### src/rtl/sat_pkg.sv
// -----------------------------------------------------------------------------
// sat_pkg
// Shared definitions for the SAT clause-array front end.
//   - 3-bit per-variable value codes (FREE / POS / NEG plus an implied flag bit)
//   - ctrl_state_t: sequencer states of clause_array_ctrl
// -----------------------------------------------------------------------------
package sat_pkg;

    // Per-variable value code, 3 bits per variable in every row/vector.
    localparam logic [2:0] VAL_FREE    = 3'b000;
    localparam logic [2:0] VAL_POS     = 3'b001;
    localparam logic [2:0] VAL_NEG     = 3'b010;
    // Bit index set when the value was produced by implication, not a decision.
    localparam int         VAL_IMP_BIT = 2;

    typedef enum logic [2:0] {
        ST_IDLE,
        ST_LOAD,
        ST_FLUSH,
        ST_BCP,
        ST_BKT
    } ctrl_state_t;

endpackage

### src/rtl/ca_load_seq.sv
// -----------------------------------------------------------------------------
// ca_load_seq
// Row-load sequencer for clause_array. Accepts clause beats on a valid/ready
// stream and turns each accepted beat into a one-cycle one-hot row write on
// the following cycle (registered len/lits alongside).
// Ports:
//   clk, rst      clock, synchronous active-high reset
//   clr_i         restart a bin: pointer and pending state cleared
//   en_i          sequencer is in its LOAD state
//   cl_valid_i    beat valid;  cl_last_i final beat of the bin
//   cl_len_i      clause length; cl_lits_i clause literal row
//   cl_ready_o    beat accepted when valid & ready
//   wr_o          one-hot row write (registered, 1 cycle after accept)
//   len_o/lits_o  row data for the write; zero in non-write cycles
//   cnt_o         rows accepted in the current bin
//   finish_o      write cycle of the last beat is in progress
//   ovf_o         a beat is offered while all rows are already used
// -----------------------------------------------------------------------------
module ca_load_seq
    import sat_pkg::*;
#(
    parameter int NUM_CLAUSES = 8,
    parameter int NUM_VARS    = 8,
    parameter int WIDTH_C_LEN = 4,
    parameter int CNT_W       = $clog2(NUM_CLAUSES + 1)
) (
    input  logic                      clk,
    input  logic                      rst,
    input  logic                      clr_i,
    input  logic                      en_i,
    input  logic                      cl_valid_i,
    input  logic                      cl_last_i,
    input  logic [WIDTH_C_LEN-1:0]    cl_len_i,
    input  logic [NUM_VARS*3-1:0]     cl_lits_i,
    output logic                      cl_ready_o,
    output logic [NUM_CLAUSES-1:0]    wr_o,
    output logic [WIDTH_C_LEN-1:0]    len_o,
    output logic [NUM_VARS*3-1:0]     lits_o,
    output logic [CNT_W-1:0]          cnt_o,
    output logic                      finish_o,
    output logic                      ovf_o
);

    localparam logic [CNT_W-1:0] ROWS_FULL = CNT_W'(NUM_CLAUSES);

    logic [CNT_W-1:0]       r_ptr;
    logic [NUM_CLAUSES-1:0] r_wr;
    logic [WIDTH_C_LEN-1:0] r_len;
    logic [NUM_VARS*3-1:0]  r_lits;
    logic                   r_last_acc;

    logic w_ready;
    logic w_accept;

    // Once the last beat is taken the stream is closed for this bin.
    assign w_ready  = en_i && !r_last_acc && (r_ptr < ROWS_FULL);
    assign w_accept = w_ready && cl_valid_i;

    // NOTE: state is updated with non-blocking assignments so every flop samples pre-edge values.
    always_ff @(posedge clk) begin
        if (rst || clr_i) begin
            r_ptr      <= '0;
            r_wr       <= '0;
            r_len      <= '0;
            r_lits     <= '0;
            r_last_acc <= 1'b0;
        end else begin
            // Row data is zero outside write cycles so the shared var-value
            // bus reads 0 whenever no row is being written.
            r_wr   <= w_accept ? (NUM_CLAUSES'(1) << r_ptr) : '0;
            r_len  <= w_accept ? cl_len_i : '0;
            r_lits <= w_accept ? cl_lits_i : '0;
            if (w_accept) begin
                r_ptr      <= r_ptr + 1'b1;
                r_last_acc <= cl_last_i;
            end
        end
    end

    assign cl_ready_o = w_ready;
    assign wr_o       = r_wr;
    assign len_o      = r_len;
    assign lits_o     = r_lits;
    assign cnt_o      = r_ptr;
    assign finish_o   = en_i && r_last_acc;
    assign ovf_o      = en_i && !r_last_acc && (r_ptr == ROWS_FULL) && cl_valid_i;

endmodule

### src/rtl/clause_array_ctrl.sv
// -----------------------------------------------------------------------------
// clause_array_ctrl
// Sequencer in front of clause_array: loads a clause bin row by row, runs
// implication passes to a fixpoint (or conflict / cycle budget), and issues
// single-cycle backtrack passes.
// Ports:
//   clk, rst                 clock, synchronous active-high reset
//   load/bkt/bcp_start_i     operation start pulses, honoured in IDLE only
//   cl_valid/ready/last, cl_len_i, cl_lits_i   clause beat stream
//   ca_wr_o, ca_clause_len_o, ca_var_value_o   row write / value bus to array
//   ca_var_value_i, ca_conflict_i              array status
//   ca_apply_impl_o, ca_apply_bkt_o            pass strobes to array
//   busy_o, done_o                             status; done is a 1-cycle pulse
//   conflict_o, timeout_o, overflow_o          sticky outcome flags
//   loaded_cnt_o                               rows written in current bin
// -----------------------------------------------------------------------------
module clause_array_ctrl
    import sat_pkg::*;
#(
    parameter int NUM_CLAUSES = 8,
    parameter int NUM_VARS    = 8,
    parameter int WIDTH_C_LEN = 4,
    parameter int MAX_BCP_CYC = 32
) (
    input  logic                               clk,
    input  logic                               rst,
    input  logic                               load_start_i,
    input  logic                               cl_valid_i,
    output logic                               cl_ready_o,
    input  logic                               cl_last_i,
    input  logic [WIDTH_C_LEN-1:0]             cl_len_i,
    input  logic [NUM_VARS*3-1:0]              cl_lits_i,
    input  logic                               bcp_start_i,
    input  logic                               bkt_start_i,
    output logic [NUM_CLAUSES-1:0]             ca_wr_o,
    output logic [WIDTH_C_LEN-1:0]             ca_clause_len_o,
    output logic [NUM_VARS*3-1:0]              ca_var_value_o,
    input  logic [NUM_VARS*3-1:0]              ca_var_value_i,
    input  logic                               ca_conflict_i,
    output logic                               ca_apply_impl_o,
    output logic                               ca_apply_bkt_o,
    output logic                               busy_o,
    output logic                               done_o,
    output logic                               conflict_o,
    output logic                               timeout_o,
    output logic                               overflow_o,
    output logic [$clog2(NUM_CLAUSES+1)-1:0]   loaded_cnt_o
);

    localparam int                BCNT_W    = $clog2(MAX_BCP_CYC + 1);
    localparam logic [BCNT_W-1:0] BCP_LIMIT = BCNT_W'(MAX_BCP_CYC);
    localparam logic [BCNT_W-1:0] BCP_MIN   = BCNT_W'(2);

    ctrl_state_t           r_state;
    logic                  r_apply_impl;
    logic                  r_apply_bkt;
    logic                  r_done;
    logic                  r_conflict;
    logic                  r_timeout;
    logic                  r_overflow;
    logic [BCNT_W-1:0]     r_bcp_cnt;
    logic [NUM_VARS*3-1:0] r_prev;

    logic                  w_clr;
    logic                  w_finish;
    logic                  w_ovf;
    logic                  w_fixpoint;
    logic [NUM_CLAUSES-1:0] w_wr;

    assign w_clr = (r_state == ST_IDLE) && load_start_i;

    ca_load_seq #(
        .NUM_CLAUSES (NUM_CLAUSES),
        .NUM_VARS    (NUM_VARS),
        .WIDTH_C_LEN (WIDTH_C_LEN)
    ) u_load_seq (
        .clk        (clk),
        .rst        (rst),
        .clr_i      (w_clr),
        .en_i       (r_state == ST_LOAD),
        .cl_valid_i (cl_valid_i),
        .cl_last_i  (cl_last_i),
        .cl_len_i   (cl_len_i),
        .cl_lits_i  (cl_lits_i),
        .cl_ready_o (cl_ready_o),
        .wr_o       (w_wr),
        .len_o      (ca_clause_len_o),
        .lits_o     (ca_var_value_o),
        .cnt_o      (loaded_cnt_o),
        .finish_o   (w_finish),
        .ovf_o      (w_ovf)
    );

    // Reset suppresses a pending row write in the very cycle it is raised,
    // so an aborted load never corrupts the array.
    assign ca_wr_o = rst ? '0 : w_wr;

    // The first BCP cycle has no valid snapshot yet, hence the 2-cycle floor.
    assign w_fixpoint = (r_bcp_cnt >= BCP_MIN) && (ca_var_value_i == r_prev);

    always_ff @(posedge clk) begin
        if (rst) begin
            r_state      <= ST_IDLE;
            r_apply_impl <= 1'b0;
            r_apply_bkt  <= 1'b0;
            r_done       <= 1'b0;
            r_conflict   <= 1'b0;
            r_timeout    <= 1'b0;
            r_overflow   <= 1'b0;
            r_bcp_cnt    <= '0;
        end else begin
            r_done <= 1'b0;
            case (r_state)
                ST_IDLE: begin
                    if (load_start_i) begin
                        r_state    <= ST_LOAD;
                        r_overflow <= 1'b0;
                        r_conflict <= 1'b0;
                        r_timeout  <= 1'b0;
                    end else if (bkt_start_i) begin
                        r_state     <= ST_BKT;
                        r_apply_bkt <= 1'b1;
                    end else if (bcp_start_i) begin
                        // Outcome flags describe the most recent pass only.
                        r_state      <= ST_BCP;
                        r_apply_impl <= 1'b1;
                        r_bcp_cnt    <= BCNT_W'(1);
                        r_conflict   <= 1'b0;
                        r_timeout    <= 1'b0;
                    end
                end
                ST_LOAD: begin
                    if (w_ovf) begin
                        r_overflow <= 1'b1;
                        r_state    <= ST_FLUSH;
                        r_done     <= 1'b1;
                    end else if (w_finish) begin
                        r_state <= ST_FLUSH;
                        r_done  <= 1'b1;
                    end
                end
                ST_FLUSH: begin
                    r_state <= ST_IDLE;
                end
                ST_BCP: begin
                    r_bcp_cnt <= r_bcp_cnt + 1'b1;
                    // Conflict takes precedence over fixpoint and budget.
                    if (ca_conflict_i || w_fixpoint || (r_bcp_cnt == BCP_LIMIT)) begin
                        r_state      <= ST_IDLE;
                        r_apply_impl <= 1'b0;
                        r_done       <= 1'b1;
                        if (ca_conflict_i) begin
                            r_conflict <= 1'b1;
                        end else if (!w_fixpoint) begin
                            r_timeout <= 1'b1;
                        end
                    end
                end
                ST_BKT: begin
                    r_apply_bkt <= 1'b0;
                    r_done      <= 1'b1;
                    r_state     <= ST_IDLE;
                end
                default: begin
                    r_state <= ST_IDLE;
                end
            endcase
        end
    end

    // NOTE: the snapshot has no reset; it is always loaded before the fixpoint compare reads it.
    always_ff @(posedge clk) begin
        if (r_state == ST_BCP) begin
            r_prev <= ca_var_value_i;
        end
    end

    assign ca_apply_impl_o = r_apply_impl;
    assign ca_apply_bkt_o  = r_apply_bkt;
    assign busy_o          = (r_state != ST_IDLE);
    assign done_o          = r_done;
    assign conflict_o      = r_conflict;
    assign timeout_o       = r_timeout;
    assign overflow_o      = r_overflow;

endmodule

### config.mk
export PLATFORM = sky130hd
export DESIGN_NAME = clause_array_ctrl
export DESIGN_NICKNAME = d
export VERILOG_FILES = /design/src/rtl/sat_pkg.sv /design/src/rtl/ca_load_seq.sv /design/src/rtl/clause_array_ctrl.sv
export SDC_FILE = /design/constraint.sdc
export NUM_CORES = 1
export LEC_CHECK = 0
export BUFFER_PORTS_ARGS = -buffer_cell sky130_fd_sc_hd__buf_2
export CAP_MARGIN = 30
export CORE_MARGIN = 1
export CORE_UTILIZATION = 30
export CTS_CLUSTER_DIAMETER = 200
export DETAILED_ROUTE_END_ITERATION = 8
export PLACE_DENSITY_LB_ADDON = 0.3
export SETUP_SLACK_MARGIN = 0.2
export SYNTH_ARGS = -nofsm -noshare
export SYNTH_HDL_FRONTEND = slang
export SYNTH_HIERARCHICAL = 1
export SYNTH_SLANG_ARGS = --single-unit
### constraint.sdc
create_clock -name clk -period 1.86 [get_ports clk]
set_input_delay 0.372 -clock clk [delete_from_list [all_inputs] [get_ports clk]]
set_output_delay 0.372 -clock clk [all_outputs]
set_load 0.1 [all_outputs]
* Yosys cells after proc, flatten, opt, wreduce, memory -nomap -nowiden
Cells that the tools add are included.
** Cells by class
- Add/subtract/negate cells :: 2
- Order comparisons :: 2
- Eq/ne operators :: 20
- Shift operators :: 1
- Mux-type cells :: 37
- Bitwise logic cells :: 1
- Reduce and logical (&&, ||, !) cells :: 25
** Operators by type and width (number)
- == test 24 bit :: 1
- inequality test 2 bit (second input constant) :: 10
- 2-to-1 mux 1 bit :: 19
- 2-to-1 mux 3 bit :: 6
- 2-to-1 mux 6 bit :: 3
- case mux 6 bit (2 select lines) :: 1
- case mux 1 bit (2 select lines) :: 5
- AND reduction 5 bit :: 2
- inequality test 3 bit (second input constant) :: 3
- case mux 3 bit (3 select lines) :: 1
- AND reduction 3 bit :: 3
- logical AND 1 bit :: 8
- 2-to-1 mux 8 bit :: 1
- left shift 1 x 4 -> 8 bit (first input constant) :: 1
- adder 6 x 1 -> 6 bit (second input constant) :: 1
- == test 6 bit (second input constant) :: 1
- greater-or-equal comparator 6 x 2 -> 1 bit (second input constant) :: 1
- AND reduction 6 bit :: 1
- nonzero test 2 bit :: 3
- adder 4 x 1 -> 4 bit (second input constant) :: 1
- == test 4 bit (second input constant) :: 1
- < comparator 4 bit (second input constant) :: 1
- inequality test 4 bit (second input constant) :: 1
- AND reduction 4 bit :: 1
- 10 further kinds :: 12
** Storage, ports and cells
- Register bits after elaboration :: 80
- Bits of input ports :: 60
- Output and inout bits :: 48
- Word-level logic and storage cells :: 102

* Depth between registers and ports, before layout
- Word-level depth :: 6
- Depth in mapped cells :: 9
- Depth with buffers taken out :: 9

* Cells and area by module
The synthesis kept the hierarchy.
** By module, submodules not included
- clause_array_ctrl :: instances 1, cells each 158, area each 1826.8 µm², seq. area each 1021.0 µm²
- ca_load_seq :: instances 1, cells each 109, area each 1297.5 µm², seq. area each 820.8 µm²

* Worst setup path after synthesis
Ideal clock, no wire load.
- Kind :: reg2out
- Start point :: reg r_state[0]
- End point :: out cl_ready_o
- Arrival :: 3093 ps
- Data required time :: 1488 ps
- Slack :: -1605 ps
- Stages on the path, launching flop included :: 4
- Path buffers :: 1
- Cells stage by stage :: dfxtp_1 > buf_2 > nor3b_1 > nor3b_1
** Between the ends
- Word-level cells in the longest chain between the ends :: 3
** RTL lines
- start: declaration :: line clause_array_ctrl.sv:54 : ctrl_state_t r_state;
- start signal: assignment :: line clause_array_ctrl.sv:103 : r_state <= ST_IDLE;
- start signal: assignment :: line clause_array_ctrl.sv:116 : r_state <= ST_LOAD;
- start signal: assignment :: line clause_array_ctrl.sv:121 : r_state <= ST_BKT;
- == test 3 x 1 -> 1 bit :: line clause_array_ctrl.sv:80 : .en_i (r_state == ST_LOAD),
- logical AND 1 bit (2 in series) :: line ca_load_seq.sv:56 : assign w_ready = en_i && !r_last_acc && (r_ptr < ROWS_FULL);
- end: declaration :: line clause_array_ctrl.sv:29 : output logic cl_ready_o,
No other way between the ends.

* Worst setup path after layout
- Start point :: reg r_state[1]
- End point :: out cl_ready_o
Same word-level chain as after synthesis.

==> metrics.yaml <==
clocking:
  cts_root_buf: "clkbuf_8"
  tritoncts: "built"
  clk_latency_ns: 0.34
  numCtsBuffers: 9
  cts.sinks: 80
  ctsHtreeMaxLevel: 3
  clockBufferDepth: 2
  hold_buffers: 0
  clk_pin_slew_ns: 0.08
synth:
  synth_edf_count: 24
  synthCells: 267
  ys_seq_area_share_pct: 59.0
  async_reset_ff_share_pct: 0
  ys_seq_elements: 80
  synth_ff_type: "dfxtp_1"
  synth_area_per_cell_sq_um: 11.7
  yosysWarnings: 6
  syn_nets: 334
  netlist-cell-type-count: 46
  synthesis.area_sq_mm: 0.00312
placement:
  globalplace.congestion: 0.799
  post-place-cells: 506
  dpl_cell_area_sq_mm: 0.00408
  io_buffers: 107
  post-dp-hpwl_mm: 4.99
  dp_worst_setup_slack_ns: 0.156
finish:
  final_cell_area_sq_mm: 0.00449
  final_nets: 464
  register_area_sq_mm: 0.00187
  antenna_cells: 0
  finalNonFillerCells: 535
  fillCellCount: 946
  syn_to_final_growth_pct: 43.7
  multiInputGateArea_sq_mm: 0.00132
  final_layout_size_suffix_gt1_share_pct: 49.8
critical_path:
  cp.required_ns: 1.49
  path_class: "flip-flop to output pin"
  reg2reg_from: "r_state[1]$_SDFFE_PP0P_"
  cpPeakStageDelay_ns: 0.36
  timing.rr.end: "r_state[1]$_SDFFE_PP0P_"
  cpMostUsedCell: "nor3b_4"
  r2r_setup_slack_ns: 0.15
  worst_path_max_delay_cell: "dfxtp_4"
  cp-end-kind: "output pin"
  path_depth: 4
  path_buf_inv: 2
  crit_fanout: 5
  arrival_ns: 1.49
  reg2reg_depth: 9
  crit_chain: "nor3b_4 -> buf_6 -> nor3b_4 -> buf_12"
  cp-endpoint: "cl_ready_o"
  critPathTopFamily: "simple AND/OR/NAND/NOR gates"
  crit_start: "r_state[1]$_SDFFE_PP0P_"
  worst_setup_path_start_kind: "flip-flop"
power_and_ir_drop:
  finalPower_w: 0.00442
  seqPwrFrac_pct: 43.6
  peakVddDrop_uv: 472
  p_leak_nw: 2.03
  p_int_w: 0.00302
  switching_share_pct: 31.8
  power.share.clock_pct: 30.6
  combPwrFrac_pct: 25.8
  p_sw_w: 0.00141
  cellPowerDensity_mw_per_mm2: 985
floorplan:
  std_cell_rows: 36
  ioPinCount: 108
  die_y_um: 104
  core_area_sq_mm: 0.00995
  initial_core_util_pct: 31.4
  chipWidth_um: 104
  die-area_sq_mm: 0.0108
flow_run:
  max_cap_viol_count: 0
sta:
  setup_ws_ns: 0.00237
  rsz0062_at_grt: "true"
  clock_skew_ns: 0.00631
  relSlewSlack_pct: 66.6
  period_needed_ns: 1.86
  finalHoldViolations: 0
  fmax_mhz: 538
  worstMarginPinSlew_ns: 0.504
  setup_viol: 0
  min_period_over_period_pct: 99.9
  maxSlewViolCount: 0
global_routing:
  grt_pass1_wl_mm: 11.5
  grt_remaining_overflow: 0
  grt_antenna_before_repair: 0
  grt_max_degree: 34
  grt.total_usage_pct: 13.3
  grt_pass1_vias: 2410
drt:
  route.detailed.drc: 0
  drt-total-wl_mm: 7.18
  num_vias: 2445
  wl_per_cell_um: 13.4
  drt_iter0_drc: 78
  drt_pass1_iterations: 4
  ant_nets: 0
  avgViaCountPerCell: 4.57
outcome:
  status: "completed"
hold_path:
  hold_path_class: "input pin to flip-flop"
  worstHoldStart: "ca_var_value_i[8]"
==> sequential cells by signal, summed over array words and instances, names as in the netlist, 3 cells and up <==
signal / cells
r_prev: 24
u_load_seq/lits_o: 24
u_load_seq/wr_o: 8
r_bcp_cnt: 6
u_load_seq/cnt_o: 4
u_load_seq/len_o: 4
r_state: 3
==> layout by cell type (no fill, tap or decap), drive strengths merged, types with 2 or more instances in the layout <==
cell,instances
mux2i,2
inv,13
nor3,12
a21oi,5
and2,4
xor2,16
nand2,12
buf,129
nor2,16
edfxtp,24
xnor2,13
ha,7
and3,37
o21ai,2
nor4,4
nand3,2
dfxtp,56
nor2b,9
nand4,7
clkbuf,11
nor3b,3
or3,2
==> synthesized netlist by cell type, types with 2 or more instances <==
cell type	n	share of area (%)
o21ai_0	2	0.32
nor4_2	4	1.6
xor2_1	16	4.5
and2_1	2	0.40
inv_1	9	1.1
nand3_1	2	0.32
ha_1	7	2.8
xnor2_1	13	3.6
a21oi_1	4	0.64
and3_2	7	1.7
edfxtp_1	24	23
nor3_1	11	1.8
buf_2	2	0.32
mux2i_1	2	0.64
clkbuf_1	6	0.72
nand4_1	6	1.2
nor3b_1	3	0.72
nor2_1	15	1.8
buf_6	2	0.72
nor2b_1	9	1.8
and3_1	30	6.0
dfxtp_1	56	36
nand2_1	12	1.4
==> worst reg2reg max path, cell delays in order, from the launching register on <==
cell       delay (ns)
dfxtp_4          0.36
nor3b_4          0.24
buf_4            0.14
nand4_1          0.09
nor3b_2          0.21
nor2_1           0.07
and2_1           0.19
nor3_2           0.14
nand2_1          0.07
o2bb2ai_1        0.12
==> cell families after synthesis <==
kind of cell / after synthesis / synth area share, %
compound gates: 19 / 4.73
xor+xnor: 29 / 8.13
fa+ha+maj: 7 / 2.80
buf+inv: 21 / 3.36
flops: 80 / 59.0
mux: 2 / 0.641
simple gates: 109 / 21.4
==> power groups by stage <==
stage	sequential (W)	combinational, W	clock (W)
3_3_place_gp	0.00197	0.000956	0
5_1_grt	0.00194	0.00121	0.00148
2_1_floorplan	0.00219	0.000458	0
6_report	0.00193	0.00114	0.00135
4_1_cts	0.00193	0.00105	0.00140
3_5_place_dp	0.00197	0.000969	0
==> what timing repair did <==
item | in CTS | in global routing
setup endpoints to repair | 8 | 22
pin swaps | 13 | 12
resized for setup | 10 | 22
buffers inserted | 8 | 3
gates cloned | 0 | 2
==> worst min-delay path by stage <==
stage | cells past startpoint | to | slack (ns)
global placement | 2 | ca_apply_impl_o$_SDFFE_PP0P_ | 0.45
global route | 1 | r_prev[8]$_DFFE_PP_ | 0.21
CTS | 1 | r_prev[8]$_DFFE_PP_ | 0.21
detailed placement | 2 | ca_apply_impl_o$_SDFFE_PP0P_ | 0.46
floorplan | 1 | u_load_seq/cnt_o[0]$_SDFFE_PP0P_ | 0.44
finish | 1 | r_prev[8]$_DFFE_PP_ | 0.23
==> final cells by class <==
cell class                 instances  area share [%]
tap                              133            3.71
clock buffer                      11            3.43
clock inverter                     5            1.34
timing repair buffer             129            19.6
multi-input combinational        167            29.5
inverter                          10           0.892
sequential                        80            41.6
==> metrics by stage <==
stage | TNS (ns) | util, % | hold slack [ns]
6_report | 0 | 45.1 | 0.230
5_1_grt | -0.113 | 45.1 | 0.206
4_1_cts | -0.0246 | 44.0 | 0.212
3_5_place_dp | 0 | 41.0 | 0.455
3_3_place_gp | 0 | 41.0 | 0.452
2_1_floorplan | -0.100 | - | 0.439
==> per-layer routing <==
layer / wire length (um) / up-vias / global-route usage (%)
li1: - / 1199 / -
met1: 3170 / 1144 / 16.0
met2: 3320 / 97 / 21.4
met3: 625 / 5 / 5.45
met4: 59 / 0 / 4.59
met5: 0 / - / 0
Note: power is estimated with default switching activity, not from simulation.
